--- src/rtl/mult_pipe_hs_if.sv ---
// Handshake bundle for the pipelined multiplier.
//   in_*  : issue side (valid/ready, func, operands, tag)
//   out_* : result side (valid/ready, result, tag)
// master = issue + consumer side, slave = the multiplier.
interface mult_pipe_hs_if #(
   parameter int unsigned XLEN  = 32,
   parameter int unsigned TAG_W = 6
);
   logic              in_valid;
   logic              in_ready;
   logic [1:0]        in_func;
   logic [XLEN-1:0]   in_mcand;
   logic [XLEN-1:0]   in_mplier;
   logic [TAG_W-1:0]  in_tag;
   logic              out_valid;
   logic              out_ready;
   logic [XLEN-1:0]   out_result;
   logic [TAG_W-1:0]  out_tag;

   modport master (
      output in_valid, in_func, in_mcand, in_mplier, in_tag, out_ready,
      input  in_ready, out_valid, out_result, out_tag
   );

   modport slave (
      input  in_valid, in_func, in_mcand, in_mplier, in_tag, out_ready,
      output in_ready, out_valid, out_result, out_tag
   );
endinterface

--- src/rtl/mult_pipe_hs.sv ---
// Stall-capable pipelined integer multiplier (MUL/MULH/MULHSU/MULHU).
// Each stage retires BPS multiplier bits; results leave in issue order.
// Ports:
//   clock  : single clock, posedge
//   reset  : synchronous, active-high; clears every stage
//   flush  : squash all in-flight ops at the next edge; blocks input this cycle
//   bus    : mult_pipe_hs_if.slave (in_* op handshake, out_* result handshake)
// Note: in_ready is combinational from out_ready through the stall chain.
module mult_pipe_hs #(
   parameter int unsigned XLEN   = 32,
   parameter int unsigned STAGES = 4,   // must divide 2*XLEN
   parameter int unsigned TAG_W  = 6
) (
   input  logic          clock,
   input  logic          reset,
   input  logic          flush,
   mult_pipe_hs_if.slave bus
);

   localparam int unsigned DW  = 2 * XLEN;
   localparam int unsigned BPS = DW / STAGES;

   localparam logic [1:0] FUNC_MUL    = 2'b00;
   localparam logic [1:0] FUNC_MULH   = 2'b01;
   localparam logic [1:0] FUNC_MULHSU = 2'b10;

   typedef struct packed {
      logic             valid;
      logic [1:0]       func;
      logic [TAG_W-1:0] tag;
      logic [DW-1:0]    mcand;
      logic [DW-1:0]    mplier;
      logic [DW-1:0]    partial;
   } stage_t;

   stage_t            stg [STAGES];
   stage_t            nxt [STAGES];
   stage_t            entry;
   logic [STAGES-1:0] load;
   logic              in_ready_c;

   // One radix-2^BPS step: accumulate the low multiplier digit, then realign.
   function automatic stage_t step(input stage_t s);
      stage_t r;
      r         = s;
      r.partial = s.partial + DW'(s.mplier[BPS-1:0]) * s.mcand;
      r.mplier  = s.mplier >> BPS;
      r.mcand   = s.mcand << BPS;
      return r;
   endfunction

   // Stall chain: a stage loads when empty or when its content moves on.
   always_comb begin
      logic adv;
      adv  = bus.out_ready;
      load = '0;
      for (int k = int'(STAGES) - 1; k >= 0; k--) begin
         load[k] = !stg[k].valid || adv;
         adv     = load[k];
      end
   end

   assign in_ready_c   = load[0] && !flush;
   assign bus.in_ready = in_ready_c;

   // Operand extension to 2*XLEN by function.
   always_comb begin
      logic mcand_sx;
      logic mplier_sx;
      mcand_sx      = (bus.in_func == FUNC_MULH) || (bus.in_func == FUNC_MULHSU);
      mplier_sx     = (bus.in_func == FUNC_MULH);
      entry         = '0;
      entry.valid   = bus.in_valid && in_ready_c;
      entry.func    = bus.in_func;
      entry.tag     = bus.in_tag;
      entry.mcand   = {{XLEN{mcand_sx && bus.in_mcand[XLEN-1]}}, bus.in_mcand};
      entry.mplier  = {{XLEN{mplier_sx && bus.in_mplier[XLEN-1]}}, bus.in_mplier};
      entry.partial = '0;
   end

   // Each register captures the result of its own step.
   always_comb begin
      nxt[0] = step(entry);
      for (int k = 1; k < int'(STAGES); k++) begin
         nxt[k] = step(stg[k-1]);
      end
   end

   // Pipeline registers; flush only drops valids, datapath is don't-care.
   always_ff @(posedge clock) begin
      if (reset) begin
         for (int k = 0; k < int'(STAGES); k++) begin
            stg[k] <= '0;
         end
      end else begin
         for (int k = 0; k < int'(STAGES); k++) begin
            if (flush) begin
               stg[k].valid <= 1'b0;
            end else if (load[k]) begin
               stg[k] <= nxt[k];
            end
         end
      end
   end

   assign bus.out_valid  = stg[STAGES-1].valid;
   assign bus.out_tag    = stg[STAGES-1].tag;
   assign bus.out_result = (stg[STAGES-1].func == FUNC_MUL) ?
                           stg[STAGES-1].partial[XLEN-1:0] :
                           stg[STAGES-1].partial[DW-1:XLEN];

endmodule
--- src/flat_wrapper.sv ---
// flat-port wrapper written by rule: the top's interface ports become plain ports
module mult_pipe_hs_flat 
#(
   parameter int unsigned XLEN   = 32,
   parameter int unsigned STAGES = 4,                        
   parameter int unsigned TAG_W  = 6
)
  (clock, reset, flush, bus_in_valid, bus_in_func, bus_in_mcand, bus_in_mplier, bus_in_tag, bus_out_ready, bus_in_ready, bus_out_valid, bus_out_result, bus_out_tag);
  mult_pipe_hs_if #(.XLEN(XLEN), .TAG_W(TAG_W)) bus_i ();
  input  logic clock;
  input  logic reset;
  input  logic flush;
  input wire logic [$bits(bus_i.in_valid)-1:0] bus_in_valid;
  input wire logic [$bits(bus_i.in_func)-1:0] bus_in_func;
  input wire logic [$bits(bus_i.in_mcand)-1:0] bus_in_mcand;
  input wire logic [$bits(bus_i.in_mplier)-1:0] bus_in_mplier;
  input wire logic [$bits(bus_i.in_tag)-1:0] bus_in_tag;
  input wire logic [$bits(bus_i.out_ready)-1:0] bus_out_ready;
  output wire logic [$bits(bus_i.in_ready)-1:0] bus_in_ready;
  output wire logic [$bits(bus_i.out_valid)-1:0] bus_out_valid;
  output wire logic [$bits(bus_i.out_result)-1:0] bus_out_result;
  output wire logic [$bits(bus_i.out_tag)-1:0] bus_out_tag;
  assign bus_i.in_valid = bus_in_valid;
  assign bus_i.in_func = bus_in_func;
  assign bus_i.in_mcand = bus_in_mcand;
  assign bus_i.in_mplier = bus_in_mplier;
  assign bus_i.in_tag = bus_in_tag;
  assign bus_i.out_ready = bus_out_ready;
  assign bus_in_ready = bus_i.in_ready;
  assign bus_out_valid = bus_i.out_valid;
  assign bus_out_result = bus_i.out_result;
  assign bus_out_tag = bus_i.out_tag;
  mult_pipe_hs #(.XLEN(XLEN), .STAGES(STAGES), .TAG_W(TAG_W)) u_core (.clock(clock), .reset(reset), .flush(flush), .bus(bus_i));
endmodule
--- config.mk ---
export PLATFORM = sky130hd
export DESIGN_NAME = mult_pipe_hs_flat
export DESIGN_NICKNAME = d
export VERILOG_FILES = /design/src/rtl/mult_pipe_hs_if.sv /design/src/rtl/mult_pipe_hs.sv /design/src/flat_wrapper.sv
export SDC_FILE = /design/constraint.sdc
export NUM_CORES = 2
export LEC_CHECK = 0
export ABC_AREA = 1
export CAP_MARGIN = 20
export CORE_MARGIN = 2
export CORE_UTILIZATION = 60
export CTS_BUF_LIST = sky130_fd_sc_hd__clkbuf_8 sky130_fd_sc_hd__clkbuf_16
export DETAILED_ROUTE_END_ITERATION = 10
export PLACE_DENSITY = 0.75
export SETUP_SLACK_MARGIN = 0.4
export SLEW_MARGIN = 20
export SYNTH_ARGS = -nofsm -noshare
export SYNTH_HDL_FRONTEND = slang
export SYNTH_SLANG_ARGS = --single-unit
--- constraint.sdc ---
create_clock -name clock -period 8.1 [get_ports clock]
set_clock_uncertainty 0.05 [all_clocks]
set_input_delay 1.215 -clock clock [delete_from_list [all_inputs] [get_ports clock]]
set_output_delay 1.215 -clock clock [all_outputs]
set_load 0.01 [all_outputs]
==> metrics.md <==
| Metric | Value |
|---|---|
| Outcome | complete, no violations |
| Syn_nets | 9823 |
| CP Data Arrival Time | 7.59 ns |
| Syn_area_per_cell | 8.20 um2 |
| Maxcap violations | 0 |
| Post-synth cell types | 37 |
| Clock H-tree levels | 2 |
| Vias | 50055 |
| CP required | 8.42 ns |
| Crit Path Max Fanout | 10 |
| Worst hold stages | 2 |
| Count leader, synth | inv_1 |
| WL/cell | 18.7 um |
| Crit-path slowest cell | fa_1 |
| Cell taking the most area after synthesis | fa_1 |
| Multi-input logic area | 0.0438 mm2 |
| Synth cell count leaders | inv_1, nand2_1, fa_1 |
| Period Utilization, post-route | 0.897 |
| Std cell rows | 121 |
| Drc violations | 0 |
| Place WS | 0.0179 ns |
| Warnings from Yosys | 0 |
| Clk_lat worst skew | 0.63 ns |
| Non-Filler Instances | 9570 |
| I/O Pins | 117 |
| Max reg flops | 378 |
| Synth-to-Final Area Change | 6.49% |
| CP Class | primary input to register |
| Max Transition Viols Final | 0 |
| Number of flops mapped to enable cells by yosys | 378 |
| Worst hold slack | 0.492 ns |
| Initial antenna violation count | 2 |
| FILL cells | 9337 |
| Die height | 336 um |
| Setup TNS Final | 0 ns |
| Number of synthesized register bits | 378 |
| Clock transition at the registers of the reported paths | 0.06 ns |
| Post-synth top flop | edfxtp_1 |
| Die Span X | 336 um |
| Placed insts | 9483 |
| Register area | 0.0114 mm2 |
| Clk buf depth | 3 |
| DIE AREA | 0.113 mm2 |
| Number of port buffers | 116 |
| Initial DRC Count | 4171 |
| Number of buffers created by CTS | 45 |
| Ys async rst share | 0 |
| Register area share after synthesis | 0.171 |
| Initial core utilization | 0.607 |
| Final wirelength | 179000 um |
| Top cells by area, synth | fa_1, edfxtp_1, inv_1, nand2_1, ha_1 |
| Final ANT Viol Nets | 0 |
| Worst Setup Start Kind | primary input |
| Nets | 9790 |
| CP max stage delay | 0.56 ns |
| Final Wtd Congestion | 0.960 |
| Core ar. | 0.109 mm2 |
| CTS Root Cell | clkbuf_16 |
| Vias in the first global route | 52982 |
| Pre-Repair DR Iteration Count | 6 |
| Final HPWL DP | 150000 um |
| Postcts setup bufs | 0 |
| Worst Tran Pin Value | 1.17 ns |
| Gr usage total | 0.333 |
| Slew headroom | 0.218 |
| Post-layout minimum cycle time | 7.27 ns |
| Biggest register | u_core.stg |
| Cell count after synthesis | 8089 |
| Share of the synthesized area in the top cell type | 0.406 |
| Share of layout cells above drive strength 1 | 0.0292 |
| CTS sink cnt | 378 |
| Number of hold violations in the final report | 0 |
| Kind of end point of the critical path | register |
| Final setup margin | 0.830 ns |
| GRT Residual Overflow | 0 |
| Worst reg2reg path depth | 20 |
| CTS tree | yes |
| Top achievable clock speed | 0.138 GHz |
| Final Setup Violations | 0 |
| First-pass GRT wire length | 289000 um |
| Top Registers | u_core.stg: 378 flops |
| Hold buffer count at cts | 0 |
| Vias per cell | 5.23 |
| Largest net degree at the start of global routing | 78 |
| Post-synthesis cell area | 0.0663 mm2 |
| RSZ-0062 raised after global routing | no |
| Hold WC Path Type | register to register |
-- per-layer routing --
metal  global-route usage  wire length (um)
met5                    0                13
met4                0.126              7630
met3               0.0471             14100
met2                0.551             85300
met1                0.449             72200
-- timing repair --
action / CTS / global route
resized for setup: 0 / 4
hold endpoints to repair: 0 / 0
setup endpoints to repair: 0 / 7
-- metrics by stage --
stage | area [um2] | util
2_1_floorplan | 66300 | -
3_3_place_gp | 69000 | 0.631
3_5_place_dp | 69000 | 0.631
4_1_cts | 70600 | 0.646
5_1_grt | 70600 | 0.646
6_report | 70600 | 0.646
-- cells by family (layout without fill, tap and decap cells) --
| group | after synthesis | after routing | synth area share |
|---|---|---|---|
| adders and majority gates | 1657 | 1657 | 0.465 |
| AOI/OAI and AO/OA | 430 | 430 | 0.0348 |
| xor gates and xnor gates | 20 | 20 | 0.00264 |
| other | 0 | 2 | 0 |
| muxes | 32 | 32 | 0.00543 |
| and+or+nand+nor | 2610 | 2610 | 0.152 |
| buffers and inverters | 2962 | 2965 | 0.169 |
| DFF | 378 | 378 | 0.171 |
-- layout by cell type (no fill, tap or decap), types with 7 or more instances in the layout --
cell type / count
nor3_1: 27
o21bai_1: 12
fa_1: 1344
clkbuf_16: 45
ha_1: 311
a21o_1: 9
nand4_1: 12
o21ai_0: 134
clkdlybuf4s50_1: 116
edfxtp_1: 378
xnor2_1: 7
o21a_1: 23
nand3_1: 151
mux2_2: 32
a21oi_1: 235
buf_4: 98
inv_1: 2660
bufinv_16: 7
nor2_1: 545
nand2_1: 1851
xor2_1: 13
clkinv_2: 9
-- critical path: cells and delay by family --
family	cells	cell delay (ns)
adders and majority gates	8	3.75
and+or+nand+nor	10	1.32
buffers and inverters	7	1.29
-- final cells by class --
type | instances | area share
Antenna cell | 2 | 0.0000709
Sequential cell | 378 | 0.161
Tap cell | 1476 | 0.0261
Clock inverter | 38 | 0.00634
Multi-Input combinational cell | 4749 | 0.621
Clock buffer | 45 | 0.0159
Timing Repair Buffer | 221 | 0.0288
Inverter | 2661 | 0.141
-- final timing paths --
kind	from	end	slack, ns
max	bus_in_func[0]	u_core.stg[0][47]	0.83
min	u_core.stg[1][30]	u_core.stg[2][30]	0.49
max reg2reg	u_core.stg[1][95]	u_core.stg[2][59]	1.09
min reg2reg	u_core.stg[1][30]	u_core.stg[2][30]	0.49
Power is left out: the tool's default activity adds up to more than one toggle a clock period on the data nets, which glitch-free logic cannot reach.
